$ cat src/rtl/floppy_sector_fetch.sv
// Sector fetch engine for the wd1793: turns READ/READADDR commands into a block
// request, streams the returned bytes into the sector buffer and reports status.
module floppy_sector_fetch #(
    parameter int          SECTOR_SIZE       = 512,
    parameter int          SECTORS_PER_TRACK = 10,
    parameter int          SIDES             = 2,
    parameter logic [15:0] TIMEOUT           = 16'hFFFF
) (
    input  logic        clk,
    input  logic        reset,
    input  logic        clken,
    input  logic [7:0]  cpu_command,
    input  logic [7:0]  track,
    input  logic [7:0]  sector,
    output logic [7:0]  cpu_status,
    output logic [8:0]  buff_addr,
    output logic        buff_wr,
    output logic [7:0]  buff_odata,
    output logic        blk_req,
    output logic [31:0] blk_lba,
    input  logic        blk_ack,
    input  logic        blk_valid,
    input  logic [7:0]  blk_data,
    input  logic        blk_err
);

    typedef enum logic [2:0] {
        S_IDLE, S_CALC, S_REQ, S_XFER, S_ADDR, S_DONE
    } state_t;

    state_t      state, state_n;
    logic        side_q, side_n;
    logic [7:0]  trk_q, trk_n;
    logic [7:0]  sec_q, sec_n;
    logic [9:0]  cnt, cnt_n;
    logic [15:0] timer, timer_n;
    logic [7:0]  status_n;
    logic [8:0]  addr_n;
    logic        wr_q, wr_n;
    logic [7:0]  odata_n;
    logic        req_n;
    logic [31:0] lba_n;
    logic [31:0] lba_calc;
    logic        sec_bad;

    localparam logic [7:0] ACK = 8'h80;

    // The strobe is qualified with clken so a frozen pipeline never writes.
    assign buff_wr = wr_q & clken;

    assign lba_calc = ({24'b0, trk_q} * 32'(SIDES) + {31'b0, side_q})
                      * 32'(SECTORS_PER_TRACK) + {24'b0, sec_q} - 32'd1;
    assign sec_bad  = (sec_q == 8'd0) ||
                      ({24'b0, sec_q} > 32'(SECTORS_PER_TRACK));

    always_ff @(posedge clk) begin
        if (reset) begin
            state      <= S_IDLE;
            side_q     <= 1'b0;
            trk_q      <= 8'd0;
            sec_q      <= 8'd0;
            cnt        <= 10'd0;
            timer      <= 16'd0;
            cpu_status <= 8'd0;
            buff_addr  <= 9'd0;
            wr_q       <= 1'b0;
            buff_odata <= 8'd0;
            blk_req    <= 1'b0;
            blk_lba    <= 32'd0;
        end else if (clken) begin
            state      <= state_n;
            side_q     <= side_n;
            trk_q      <= trk_n;
            sec_q      <= sec_n;
            cnt        <= cnt_n;
            timer      <= timer_n;
            cpu_status <= status_n;
            buff_addr  <= addr_n;
            wr_q       <= wr_n;
            buff_odata <= odata_n;
            blk_req    <= req_n;
            blk_lba    <= lba_n;
        end
    end

    always_comb begin
        state_n  = state;
        side_n   = side_q;
        trk_n    = trk_q;
        sec_n    = sec_q;
        cnt_n    = cnt;
        timer_n  = timer;
        status_n = cpu_status;
        addr_n   = buff_addr;
        wr_n     = 1'b0;
        odata_n  = buff_odata;
        req_n    = blk_req;
        lba_n    = blk_lba;
        case (state)
            S_IDLE: begin
                if (cpu_command != ACK) begin
                    side_n = cpu_command[0];
                    trk_n  = track;
                    sec_n  = sector;
                    cnt_n  = 10'd0;
                    case (cpu_command[7:4])
                        4'h1:    state_n = S_CALC;
                        4'h3:    state_n = S_ADDR;
                        default: begin
                            status_n = 8'h01;
                            state_n  = S_DONE;
                        end
                    endcase
                end
            end
            S_CALC: begin
                if (sec_bad) begin
                    status_n = 8'h01;
                    state_n  = S_DONE;
                end else begin
                    lba_n   = lba_calc;
                    req_n   = 1'b1;
                    timer_n = 16'd0;
                    state_n = S_REQ;
                end
            end
            S_REQ: begin
                if (blk_err || (!blk_ack && timer == TIMEOUT)) begin
                    req_n    = 1'b0;
                    status_n = 8'h01;
                    state_n  = S_DONE;
                end else if (blk_ack) begin
                    req_n   = 1'b0;
                    cnt_n   = 10'd0;
                    timer_n = 16'd0;
                    state_n = S_XFER;
                end else begin
                    timer_n = timer + 16'd1;
                end
            end
            S_XFER: begin
                // An error beats a coincident byte, so that byte is dropped.
                if (blk_err) begin
                    status_n = 8'h01;
                    state_n  = S_DONE;
                end else if (blk_valid) begin
                    wr_n    = 1'b1;
                    addr_n  = cnt[8:0];
                    odata_n = blk_data;
                    cnt_n   = cnt + 10'd1;
                    timer_n = 16'd0;
                    if (cnt == 10'(SECTOR_SIZE - 1)) begin
                        status_n = 8'h03;
                        state_n  = S_DONE;
                    end
                end else if (timer == TIMEOUT) begin
                    status_n = 8'h01;
                    state_n  = S_DONE;
                end else begin
                    timer_n = timer + 16'd1;
                end
            end
            S_ADDR: begin
                wr_n   = 1'b1;
                addr_n = cnt[8:0];
                case (cnt[2:0])
                    3'd0:    odata_n = trk_q;
                    3'd1:    odata_n = {7'b0, side_q};
                    3'd2:    odata_n = sec_q;
                    3'd3:    odata_n = 8'h02;
                    default: odata_n = 8'h00;
                endcase
                cnt_n = cnt + 10'd1;
                if (cnt == 10'd5) begin
                    status_n = 8'h03;
                    state_n  = S_DONE;
                end
            end
            S_DONE: begin
                if (cpu_command == ACK) begin
                    status_n = 8'h00;
                    state_n  = S_IDLE;
                end
            end
            default: state_n = S_IDLE;
        endcase
    end

endmodule

$ cat config.mk
export PLATFORM = sky130hd
export DESIGN_NAME = floppy_sector_fetch
export DESIGN_NICKNAME = d
export VERILOG_FILES = /design/src/rtl/floppy_sector_fetch.sv
export SDC_FILE = /design/constraint.sdc
export NUM_CORES = 1
export LEC_CHECK = 0
export BUFFER_PORTS_ARGS = -buffer_cell sky130_fd_sc_hd__buf_2
export CORE_MARGIN = 5
export CORE_UTILIZATION = 50
export DETAILED_ROUTE_END_ITERATION = 8
export PLACE_DENSITY_LB_ADDON = 0.12
export SLEW_MARGIN = 20
export SYNTH_ARGS = -nofsm -noshare
export SYNTH_HDL_FRONTEND = slang
export SYNTH_SLANG_ARGS = --single-unit
export TNS_END_PERCENT = 30
$ cat constraint.sdc
create_clock -name clk -period 3 [get_ports clk]
set_clock_uncertainty 0.05 [all_clocks]
set_input_delay 0.3 -clock clk [delete_from_list [all_inputs] [get_ports clk]]
set_output_delay 0.3 -clock clk [all_outputs]
set_load 0.01 [all_outputs]
==> impl_metrics.env <==
export IMPL_worst_slack_ps=-126
export IMPL_grt_pass1_wl_um=22100
export IMPL_cp_top_family="compound AO/OA/AOI/OAI gates"
export IMPL_syn_area_per_cell_um2=7.68
export IMPL_ys_ff_latch=83
export IMPL_p_leak_uw=0.00272
export IMPL_start_util_pct=50.8
export IMPL_syn_cell_area_mm2=0.00519
export IMPL_seq_area_mm2=0.00167
export IMPL_critPathRequiredTime_ps=3200
export IMPL_overflow=0
export IMPL_yosys_warnings=0
export IMPL_ctsHoldBuffers=0
export IMPL_clkSinkCount=83
export IMPL_synth_area_leaders="dfxtp_1 (32%), ha_1 (9.4%), a21oi_1 (7.7%)"
export IMPL_finalWirelength_um=13200
export IMPL_ant_nets=0
export IMPL_rsz0062_at_grt="true"
export IMPL_ys_types=64
export IMPL_cellPowerDensity_mw_per_mm2=506
export IMPL_period_minus_slack_ps=3130
export IMPL_maxCapViolCount=0
export IMPL_io_pins=97
export IMPL_status="complete, but fails checks"
export IMPL_grt_start_max_net_pins=45
export IMPL_design_die_area_mm2=0.0125
export IMPL_dieHeight_um=112
export IMPL_synth_most_common_cell="nand2_1"
export IMPL_cp_startpoint="trk_q[2]$_SDFFE_PP0P_"
export IMPL_cts_buffers=9
export IMPL_syn_to_final_growth_pct=23.5
export IMPL_totalNegativeSetupSlack_ps=-483
export IMPL_synth_edff_count=0
export IMPL_synth_seq_area_share_pct=32.0
export IMPL_final_area_mm2=0.00641
export IMPL_critPathMaxStageDelay_ps=370
export IMPL_io_buffers=90
export IMPL_synth_area_leader_cell="dfxtp_1"
export IMPL_worst_setup_path_type="reg -> reg"
export IMPL_antenna_found_initial=0
export IMPL_multiInputGateArea_mm2=0.00338
export IMPL_dpl_cell_area_mm2=0.00602
export IMPL_drt_iter0_markers=257
export IMPL_synth_common_cells="nand2_1 (93), dfxtp_1 (83), a21oi_1 (80), nor2_1 (54), inv_1 (42)"
export IMPL_post_place_ws_ps=-201
export IMPL_cp_end_kind="flop"
export IMPL_hpwlAfterDp_um=9860
export IMPL_setup_viol=7
export IMPL_fin_nets=854
export IMPL_crit_top_cell="ha_4"
export IMPL_netlist_instances=676
export IMPL_grt_usage_pct=20.9
export IMPL_clock_latency_ps=360
export IMPL_dp_cells=894
export IMPL_post_route_period_util_pct=104
export IMPL_hp_start="track[5]"
export IMPL_remaining_drc_errors=0
export IMPL_fill_cells=916
export IMPL_clockBufferDepth=2
export IMPL_die_w_um=112
export IMPL_hp_class="in -> reg"
export IMPL_synth_top_area_share_pct=32.0
export IMPL_hold_viol=0
export IMPL_cp_arrival_ps=3330
export IMPL_stdcell_count=916
export IMPL_path_buf_inv=2
export IMPL_worst_pin_slew_ps=641
export IMPL_core_rowCount=37
export IMPL_async_reset_ff_share_pct=0
export IMPL_num_vias=5059
export IMPL_slowest_stage="dfxtp_4"
export IMPL_first_global_vias=4801
export IMPL_rr_startpoint="trk_q[2]$_SDFFE_PP0P_"
export IMPL_slew_violations=0
export IMPL_fmax_ghz=0.320
export IMPL_crit_chain="ha_4, ha_4, inv_2, fa_2, nand2b_4, a21oi_4, xor2_4, inv_2, ha_4, o21ai_4, a221oi_2, o21ai_1, o221ai_2, nand2_1, a41o_1"
export IMPL_wl_per_cell_um=14.4
export IMPL_violations="setup timing"
export IMPL_coreArea_mm2=0.0102
export IMPL_cts_tree="yes"
export IMPL_ir_worst_vdd_mv=0.281
export IMPL_relSlewSlack_pct=57.1
export IMPL_synthFlopType="dfxtp_1"
export IMPL_cts_max_level=3
export IMPL_gp_congestion=0.830
export IMPL_drtPass1Iterations=5
export IMPL_drive_gt1_share_pct=26.9
export IMPL_ctsRootBufferMaster="clkbuf_8"
export IMPL_worstSetupStartpointType="flop"
export IMPL_vias_per_cell=5.52
export IMPL_cp_max_fo=3
export IMPL_clk_pin_slew_ps=90
export IMPL_diodes=0
-- through the flow --
stage,power (uW),hold WS (ps),util [%]
final,3250,115,62.7
after global routing,3460,114,62.7
after global placement,2270,387,58.8
after detailed placement,2290,393,58.8
after floorplan,1970,378,-
after CTS,3180,102,61.8
-- cells by family (layout without fill, tap and decap cells) --
| logic type | count (synthesis) | in the layout | synth area share [%] |
|---|---|---|---|
| compound gates | 181 | 181 | 21.4 |
| xor+xnor | 9 | 9 | 1.78 |
| fa+ha+maj | 41 | 41 | 10.2 |
| buf+inv | 99 | 198 | 9.04 |
| flops | 83 | 83 | 32.0 |
| mux | 4 | 4 | 0.771 |
| other cells | 1 | 6 | 0.0722 |
| simple gates | 258 | 258 | 24.8 |
-- worst register-to-register path, cell delays in order, from the launching register on --
cell	delay, ps
dfxtp_4	370
ha_4	270
ha_4	130
inv_2	30
fa_2	340
nand2b_4	170
a21oi_4	190
xor2_4	180
inv_2	70
ha_4	270
o21ai_4	70
a221oi_2	280
o21ai_1	120
o221ai_2	220
nand2_1	80
a41o_1	180
-- routing by layer --
metal / routed length (um) / GRT usage, %
met3: 555 / 3.64
met4: 337 / 8.19
met1: 5600 / 25.6
met2: 6710 / 36.3
met5: 0 / 0
-- where the power goes --
part | leakage, uW | internal, uW | switching, uW | total [uW]
sequential | 0.000675 | 1150 | 51.1 | 1200
clock | 0.0000922 | 411 | 421 | 831
combinational | 0.00195 | 589 | 626 | 1210
total | 0.00272 | 2150 | 1100 | 3250
-- sequential cells by signal, summed over array words and instances (netlist names), 3 cells and up --
name	count
trk_q	8
blk_lba	16
cnt	10
state	3
timer	16
sec_q	8
buff_addr	9
buff_odata	8
-- layout make-up --
| type | instances | share of cell area (%) |
|---|---|---|
| Clock buffer | 11 | 2.20 |
| Clock inverter | 5 | 0.956 |
| Inverter | 42 | 2.46 |
| Multi-Input combinational cell | 499 | 52.7 |
| Sequential cell | 83 | 26.1 |
| Tap cell | 136 | 2.65 |
| Timing Repair Buffer | 140 | 12.9 |
-- what timing repair did --
action | 4_1_cts | 5_1_grt
gates resized for setup | 10 | 17
pin swaps | 15 | 8
endpoints found under the hold margin | 0 | 0
endpoints found under the setup margin | 8 | 9
buffers inserted | 5 | 1
-- worst paths after layout --
kind	cells past startpoint	endpoint	slack [ps]
setup / recovery	15	blk_lba[14]$_SDFFE_PP0P_	-130
hold / removal	3	trk_q[5]$_SDFFE_PP0P_	120
setup reg to reg	15	blk_lba[14]$_SDFFE_PP0P_	-130
hold reg to reg	2	buff_addr[5]$_SDFFE_PP0P_	400
-- layout by cell type, fill, tap and decap left out, types with 4 or more instances in the layout --
cell type and instances:
nand2_1 93, buf_2 90, dfxtp_1 78, a21oi_1 72
nor2_1 52, buf_4 49, inv_1 38, o21ai_0 31
ha_1 28, nor3_1 16, nand3_1 11, nand3b_1 11
ha_4 11, or3_1 10, clkbuf_8 10, and3_1 9
nor2b_1 8, a211oi_1 8, a31oi_1 7, a221oi_1 7
a21oi_2 6, nor4_1 6, a22o_1 6, conb_1 6
o21a_1 5, nand4_1 5, nand2b_1 5, or4_1 5
o21ai_1 4, a21o_1 4, inv_2 4, mux2i_1 4
xnor2_1 4
Note: power is estimated with default switching activity, not from simulation.
